--- config.mk ---
export PLATFORM = sky130hd
export DESIGN_NAME = mem_access_unit
export DESIGN_NICKNAME = d
export VERILOG_FILES = /design/src/rtl/mem_access_unit.sv
export SDC_FILE = /design/constraint.sdc
export NUM_CORES = 1
export LEC_CHECK = 0
export CORE_ASPECT_RATIO = 1.75
export CORE_MARGIN = 10
export CORE_UTILIZATION = 41
export DETAILED_ROUTE_END_ITERATION = 7
export GPL_ROUTABILITY_DRIVEN = 0
export PLACE_DENSITY = 0.84
export SYNTH_ARGS = -nofsm -noshare
export SYNTH_HDL_FRONTEND = slang
export SYNTH_SLANG_ARGS = --single-unit
--- constraint.sdc ---
create_clock -name clk -period 2 [get_ports clk]
set_input_delay 0.3 -clock clk [delete_from_list [all_inputs] [get_ports clk]]
set_output_delay 0.3 -clock clk [all_outputs]
set_load 0.01 [all_outputs]
--- src/rtl/mem_access_unit.sv ---
// rtl/mem_access_unit.sv - load/store sequencer in front of a 16-bit word-wide data memory
// Byte stores are read-modify-write; byte loads pick a little-endian lane and extend it.
module mem_access_unit #(
   parameter int DEPTH = 128
) (
   input  logic        clk,
   input  logic        reset,
   input  logic        req_valid,
   output logic        req_ready,
   input  logic [2:0]  req_op,
   input  logic [15:0] req_addr,
   input  logic [15:0] req_wdata,
   output logic        resp_valid,
   output logic [15:0] resp_data,
   output logic        resp_fault,
   output logic [15:0] mem_addr,
   output logic [15:0] mem_write_data,
   output logic        mem_write,
   output logic        mem_read,
   input  logic [15:0] mem_data_out
);

   localparam logic [2:0] OP_LW  = 3'b000;
   localparam logic [2:0] OP_LB  = 3'b001;
   localparam logic [2:0] OP_LBU = 3'b010;
   localparam logic [2:0] OP_SW  = 3'b100;
   localparam logic [2:0] OP_SB  = 3'b101;

   typedef enum logic [2:0] {S_IDLE, S_RD, S_CAP, S_WR, S_RESP} state_t;

   state_t      state_q, state_d;
   logic [2:0]  op_q, op_d;
   logic        lane_q, lane_d;
   logic [7:0]  wbyte_q, wbyte_d;
   logic        fault_q, fault_d;
   logic [15:0] mem_addr_q, mem_addr_d;
   logic [15:0] mem_wdata_q, mem_wdata_d;
   logic [15:0] resp_data_q, resp_data_d;

   logic        op_legal;
   logic        req_fault;
   logic [7:0]  cap_byte;

   always_comb begin
      op_legal  = (req_op == OP_LW) || (req_op == OP_LB) || (req_op == OP_LBU) ||
                  (req_op == OP_SW) || (req_op == OP_SB);
      req_fault = !op_legal ||
                  (((req_op == OP_LW) || (req_op == OP_SW)) && req_addr[0]) ||
                  (32'(req_addr[15:1]) >= 32'(DEPTH));
      cap_byte  = lane_q ? mem_data_out[15:8] : mem_data_out[7:0];
   end

   always_ff @(posedge clk or posedge reset) begin
      if (reset) begin
         state_q <= S_IDLE;
      end else begin
         state_q <= state_d;
      end
   end

   always_comb begin
      state_d = state_q;
      case (state_q)
         S_IDLE: begin
            if (req_valid) begin
               if (req_fault)             state_d = S_RESP;
               else if (req_op == OP_SW)  state_d = S_WR;
               else                       state_d = S_RD;
            end
         end
         S_RD:    state_d = S_CAP;
         S_CAP:   state_d = (op_q == OP_SB) ? S_WR : S_RESP;
         S_WR:    state_d = S_RESP;
         S_RESP:  state_d = S_IDLE;
         default: state_d = S_IDLE;
      endcase
   end

   always_comb begin
      req_ready      = (state_q == S_IDLE);
      resp_valid     = (state_q == S_RESP);
      mem_read       = (state_q == S_RD);
      mem_write      = (state_q == S_WR);
      resp_fault     = (state_q == S_RESP) && fault_q;
      resp_data      = resp_data_q;
      mem_addr       = mem_addr_q;
      mem_write_data = mem_wdata_q;
   end

   // Request capture, load formatting and the SB merge all happen here.
   always_comb begin
      op_d        = op_q;
      lane_d      = lane_q;
      wbyte_d     = wbyte_q;
      fault_d     = fault_q;
      mem_addr_d  = mem_addr_q;
      mem_wdata_d = mem_wdata_q;
      resp_data_d = resp_data_q;
      case (state_q)
         S_IDLE: begin
            if (req_valid) begin
               op_d       = req_op;
               lane_d     = req_addr[0];
               wbyte_d    = req_wdata[7:0];
               fault_d    = req_fault;
               mem_addr_d = {1'b0, req_addr[15:1]};
               if (!req_fault && (req_op == OP_SW)) mem_wdata_d = req_wdata;
               if (req_fault) resp_data_d = 16'h0000;
            end
         end
         S_CAP: begin
            if (op_q == OP_SB) begin
               mem_wdata_d = lane_q ? {wbyte_q, mem_data_out[7:0]}
                                    : {mem_data_out[15:8], wbyte_q};
            end else if (op_q == OP_LB) begin
               resp_data_d = {{8{cap_byte[7]}}, cap_byte};
            end else if (op_q == OP_LBU) begin
               resp_data_d = {8'h00, cap_byte};
            end else begin
               resp_data_d = mem_data_out;
            end
         end
         S_WR:    resp_data_d = 16'h0000;
         default: ;
      endcase
   end

   always_ff @(posedge clk or posedge reset) begin
      if (reset) begin
         op_q        <= OP_LW;
         lane_q      <= 1'b0;
         wbyte_q     <= 8'h00;
         fault_q     <= 1'b0;
         mem_addr_q  <= 16'h0000;
         mem_wdata_q <= 16'h0000;
         resp_data_q <= 16'h0000;
      end else begin
         op_q        <= op_d;
         lane_q      <= lane_d;
         wbyte_q     <= wbyte_d;
         fault_q     <= fault_d;
         mem_addr_q  <= mem_addr_d;
         mem_wdata_q <= mem_wdata_d;
         resp_data_q <= resp_data_d;
      end
   end

endmodule

==> results by group, run 1 <==
Outcome
  – Status: completed

STA
  – Clk_skew: 0.00407 ns
  – Rel. slew slack: 61.2%
  – Worst slew pin tran: 0.582 ns
  – Final setup violation count: 0
  – Final worst path period share: 97.6%
  – Setup ws final: 0.0481 ns
  – Fmax: 512 MHz
  – Hold slack: 0.271 ns
  – Hold Violations, Final: 0
  – Pins Over Slew Limit: 0
  – Final worst path period need: 1.95 ns
  – Final setup TNS: 0 ns
  – RSZ-0062 raised after global routing: yes

Synthesis
  – Syn Std Cell Area: 0.00316 mm²
  – Largest family of logic cells by synthesized area: multiplexers
  – Adder-cell share of the synthesized area: 0%
  – Yosys warns: 0
  – Simple-gate area share of the yosys netlist: 8.94%
  – Asr flop ratio synth: 100%
  – Mean area per synthesized cell: 11.4 µm²
  – Yosys top cell area share: 49.9%
  – Mapped Cells: 278
  – Seq/Total Area, Yosys: 49.9%
  – Synth Register Bits: 63
  – Synth Area in Compound Gates: 9.54%
  – Multiplexer share of the synthesized area: 25.6%
  – Synth top area cells: dfrtp_1 50%, mux2i_1 13%, mux2_2 12%
  – Post-Synth XOR/XNOR Area: 0%
  – Post-synth EDFFs: 0
  – Count of cell types in the netlist: 36
  – Synthesized Nets: 332
  – Synth area leader: dfrtp_1
  – Most used DFF post-synth: dfrtp_1

Clock network
  – Clk root buf: clkbuf_16
  – TritonCTS clock tree: done
  – Worst-skew pair later-pin latency: 0.33 ns
  – # H-tree levels: 3
  – Num CTS Buffers: 9
  – Clock tree sinks: 63
  – CTS Buffer Depth: 2
  – Clock Pin Slew Worst Setup and Hold Paths: 0.05 ns

Hold path
  – Hold Crit Class: input port to register

Flow run
  – MaxCap Viol Count: 0

Floorplan
  – Num ports: 107
  – Die height: 136 µm
  – FP Rows: 42
  – Core footprint: 0.00757 mm²
  – Initial Util: 41.8%
  – Die footprint: 0.0118 mm²
  – Die width: 86.4 µm

Final layout
  – Filler cells: 593
  – Antenna Cells: 0
  – FF/Latch Area: 0.00158 mm²
  – Number of nets in the layout: 454
  – Area delta synth->final: 51.7%
  – Share of layout cells above drive strength 1: 23.3%
  – Util after Layout: 63.4%
  – Multi-input logic area: 0.00145 mm²

Detailed routing
  – Wire length per cell: 19.0 µm
  – DRC errors left: 0
  – Total number of vias: 2,544
  – Drt pass-1 iters: 4
  – Mean number of vias per cell: 5.17
  – Iter 0 DRT Violations: 185
  – Remaining antenna violation count after routing: 0
  – Total wire length: 9370 µm

Worst setup path
  – WP data required: 2.24 ns
  – Setup CP Type: register to register
  – CP Launch Point: state_q[0]
  – Data arrival, critical path: 2.19 ns
  – Crit end category: register
  – Worst reg2reg endpoint: mem_write_data[6]
  – Largest fanout on the critical path: 8
  – CP Launch Type: register
  – Reg2reg start: state_q[0]
  – R2R depth: 6
  – R2R setup slack: 0.05 ns
  – Worst setup endpoint: mem_write_data[6]

Pwr
  – Static leakage: 2.15 nW
  – Tot Pwr: 3.60 mW
  – Maximum VDD drop: 497 µV
  – Cell Pwr Density: 750 mW/mm²

Placed design
  – Place WS: -0.290 ns
  – DP HPWL: 7180 µm
  – I/O Buffers: 105

Global routing
  – Total grt overflow: 0
  – Vias in the first global route: 2,744
  – Largest net degree at the start of global routing: 64
  – Tot GR Track Use: 15.9%
  – First-pass GRT wire length: 14,700 µm
  – Initial antenna violation count: 0
cell usage after synthesis (all sizes together) (2+ instances only):
| library cell | count |
|---|---|
| nor3 | 2 |
| o31ai | 8 |
| nor3b | 5 |
| dfrtp | 63 |
| clkbuf | 7 |
| nand2 | 20 |
| mux2 | 35 |
| buf | 12 |
| nand2b | 2 |
| inv | 19 |
| or3b | 2 |
| or2 | 2 |
| mux2i | 41 |
| a21oi | 11 |
| o21ai | 19 |
| o211ai | 8 |
| nor4 | 2 |
| nor2 | 9 |
| and2 | 2 |
report_power, final:
group	internal [mW]	total [mW]	switching [mW]
combinational	0.403	0.696	0.293
clock	0.933	1.45	0.516
sequential	1.38	1.45	0.0722
total	2.72	3.60	0.881
timing repair:
action,in CTS,in global routing
endpoints found under the hold margin,0,0
pin swaps,0,6
gates resized for setup,3,20
hold buffers,0,0
endpoints found under the setup margin,6,32
buffers inserted,1,5
stage by stage:
stage	cells	area, µm²
after detailed placement	471	4400
final	492	4800
after global routing	492	4800
after global placement	471	4400
after floorplan	278	3160
after CTS	487	4690
layout make-up:
cell class | count | share of cell area [%]
inverters | 19 | 1.49
repair buffers | 130 | 27.3
multi-input cells | 177 | 30.2
flip-flops and latches | 63 | 33.0
clock buffers | 15 | 5.79
well taps | 88 | 2.30
sequential cells by signal, summed over array words and instances (netlist names):
name            cells
mem_write_data     16
state_q             3
fault_q             1
wbyte_q             8
op_q                3
lane_q              1
mem_addr           15
resp_data          16
worst min path at each step:
| stage | cells past startpoint | start | to |
|---|---|---|---|
| after CTS | 3 | reset | mem_addr[0] |
| final | 2 | req_addr[11] | mem_addr[10] |
| after global routing | 2 | req_addr[11] | mem_addr[10] |
| after global placement | 2 | fault_q | fault_q |
| after floorplan | 2 | fault_q | fault_q |
| after detailed placement | 2 | fault_q | fault_q |
metal layers:
metal,global-route usage [%],wire [µm],vias to the layer above
met4,6.78,238,0
met2,29.3,5360,73
li1,-,-,1226
met3,4.97,573,19
met5,0,0,-
met1,15.8,3190,1226
logic make-up after synthesis:
logic type             Yosys count
buffers and inverters           38
AOI/OAI and AO/OA               49
muxes                           76
and+or+nand+nor                 51
DFF                             63
other                            1
layout by cell type (no fill, tap or decap), types with 2 or more instances in the layout:
master	instances
clkdlybuf4s50_1	97
dfrtp_1	60
mux2i_1	39
mux2_2	34
buf_4	21
nand2_1	20
inv_1	18
o21ai_0	17
a21oi_1	11
nor2_1	9
clkbuf_16	9
o211ai_1	8
dlymetal6s2s_1	8
o31ai_1	6
nor3b_2	4
buf_12	4
clkbuf_8	3
clkbuf_1	3
dfrtp_2	3
nand2b_1	2
o31ai_2	2
and2_1	2
or2_2	2
mux2i_2	2
worst max-delay path: stages (launching register included):
cell,delay (ns)
dfrtp_2,0.48
nor4bb_4,0.37
nand2_1,0.14
a222oi_1,0.28
buf_4,0.23
buf_12,0.14
mux2i_2,0.22
Power figures use the tool's default switching activity.
==> run 2: changes to the inputs <==
- PLACE_DENSITY: 0.84 -> 0.76
==> results by group, run 2 (synthesis gave the netlist of run 1 again) <==
Outcome
  – Status: completed

Pwr
  – Static leakage: 2.15 nW
  – Internal: 2.63 mW
  – Sw Pwr: 881 µW
  – Comb pwr share: 19.8%
  – Sequential share of power: 41.4%
  – Sw Share: 25.1%
  – Maximum VDD drop: 682 µV
  – Cell Pwr Density: 731 mW/mm²
  – Tot Pwr: 3.51 mW
  – Clock share of power: 38.8%

Global routing
  – Tot GR Track Use: 15.5%
  – Largest net degree at the start of global routing: 64
  – Vias in the first global route: 2,815
  – First-pass GRT wire length: 14,200 µm
  – Total grt overflow: 0
  – Initial antenna violation count: 0

STA
  – Final worst path period share: 99.0%
  – RSZ-0062 raised after global routing: yes
  – Final setup violation count: 0
  – Final worst path period need: 1.98 ns
  – Clk_skew: 0.00608 ns
  – Fmax: 505 MHz
  – Worst slew pin tran: 0.572 ns
  – Pins Over Slew Limit: 0
  – Hold Violations, Final: 0
  – Final setup TNS: 0 ns
  – Rel. slew slack: 61.9%

Clock network
  – Clock Pin Slew Worst Setup and Hold Paths: 0.05 ns
  – Clock tree sinks: 63
  – Clk root buf: clkbuf_16
  – Worst-skew pair later-pin latency: 0.33 ns
  – # H-tree levels: 3
  – TritonCTS clock tree: done
  – Num CTS Buffers: 9
  – CTS Buffer Depth: 2

Final layout
  – Commonest non-fill, non-tap cell in the layout: clkdlybuf4s50_1
  – FF/Latch Area: 0.00158 mm²
  – Cell area after layout: 0.00479 mm²
  – Multi-input logic area: 0.00145 mm²
  – Most frequent cells in the layout: 97 x clkdlybuf4s50_1, 60 x dfrtp_1, 41 x mux2i_1, 34 x mux2_2, 20 x nand2_1
  – Filler cells: 616
  – Area delta synth->final: 51.6%
  – Non-Filler Instances: 493
  – Number of nets in the layout: 454
  – Share of layout cells above drive strength 1: 21.7%
  – Antenna Cells: 0

Worst setup path
  – CP Launch Point: state_q[0]
  – Reg2reg start: state_q[0]
  – Data arrival, critical path: 2.23 ns
  – Largest fanout on the critical path: 7
  – Slowest cell delay on critical path: 0.49 ns
  – Worst-path cell chain: nor4bb_4, nand2_1, a222oi_1, buf_4, clkbuf_16, mux2i_1
  – Setup CP Type: register to register
  – R2R depth: 6
  – WP data required: 2.25 ns
  – CP Launch Type: register
  – Slowest CP cell: dfrtp_2
  – Crit end category: register

Flow run
  – MaxCap Viol Count: 0

Hold path
  – Hold Crit Class: input port to register
  – Worst hold path stage count: 2
  – Hold_sp: req_addr[11]

Detailed routing
  – Remaining antenna violation count after routing: 0
  – Total number of vias: 2,524
  – Wire length per cell: 18.6 µm
  – Mean number of vias per cell: 5.12
  – Iter 0 DRT Violations: 252
  – Drt pass-1 iters: 5
  – Total wire length: 9180 µm
  – DRC errors left: 0

Floorplan
  – Initial Util: 41.8%
  – Num ports: 107
  – Die footprint: 0.0118 mm²
  – Die height: 136 µm
  – Die width: 86.4 µm
  – Core footprint: 0.00757 mm²
  – FP Rows: 42

Placed design
  – Dpl cells: 469
  – Placed instance area: 0.00438 mm²
  – I/O Buffers: 105
  – DP HPWL: 6850 µm
## run 2: path summary, 6_finish.rpt
path	endpoint	slack [ns]
setup / recovery	mem_write_data[13]	0.02
setup reg to reg	mem_write_data[13]	0.02
max in group asynchronous	state_q[0]	1.34
min in group asynchronous	mem_write_data[5]	0.35
hold reg to reg	fault_q	0.48
hold / removal	mem_addr[10]	0.27
## run 2: timing repair
item | CTS | global route
endpoints found under the setup margin | 20 | 27
pin swaps | 0 | 6
cloned | 0 | 1
hold buffers | 0 | 0
setup buffers | 3 | 4
gates resized for setup | 7 | 14
## run 2: power by group through the flow
stage                     clock, mW  sequential (mW)  combinational, mW
after CTS                      1.39             1.45              0.693
after detailed placement          0             1.47              0.688
after global routing           1.45             1.46              0.754
after global placement            0             1.46              0.677
after floorplan                   0             1.48              0.312
final                          1.36             1.45              0.696
## run 2: cell type report
| type | instances | area share (%) |
|---|---|---|
| Clock buffer | 15 | 5.17 |
| Clock inverter | 1 | 0.104 |
| Inverter | 19 | 1.49 |
| Sequential cell | 63 | 33.0 |
| Tap cell | 88 | 2.30 |
| Timing Repair Buffer | 130 | 27.7 |
| Multi-Input combinational cell | 177 | 30.2 |
## run 2: per-stage QoR
step / hold WS, ns / setup slack (ns) / util, %
2_1_floorplan: 0.442 / 0.130 / -
3_3_place_gp: 0.465 / -0.298 / 57.8
3_5_place_dp: 0.470 / -0.361 / 57.8
4_1_cts: 0.371 / 0.00220 / 61.9
5_1_grt: 0.274 / -0.151 / 63.4
6_report: 0.274 / 0.0202 / 63.4
## run 2: metal layers
metal  part of all wire [%]  track usage [%]  vias to the layer above
met1                     35             14.8                     1200
li1                       -                -                     1219
met2                     55             27.2                       86
met5                      0                0                        -
met3                    6.6             5.87                       19
met4                    3.4             9.13                        0
## run 2: worst max-delay path: cells and delay by family (launching register included)
family | cells | cell delay (ns)
and+or+nand+nor | 2 | 0.51
DFF | 1 | 0.49
AOI/OAI and AO/OA | 1 | 0.31
muxes | 1 | 0.19
buffers and inverters | 2 | 0.39
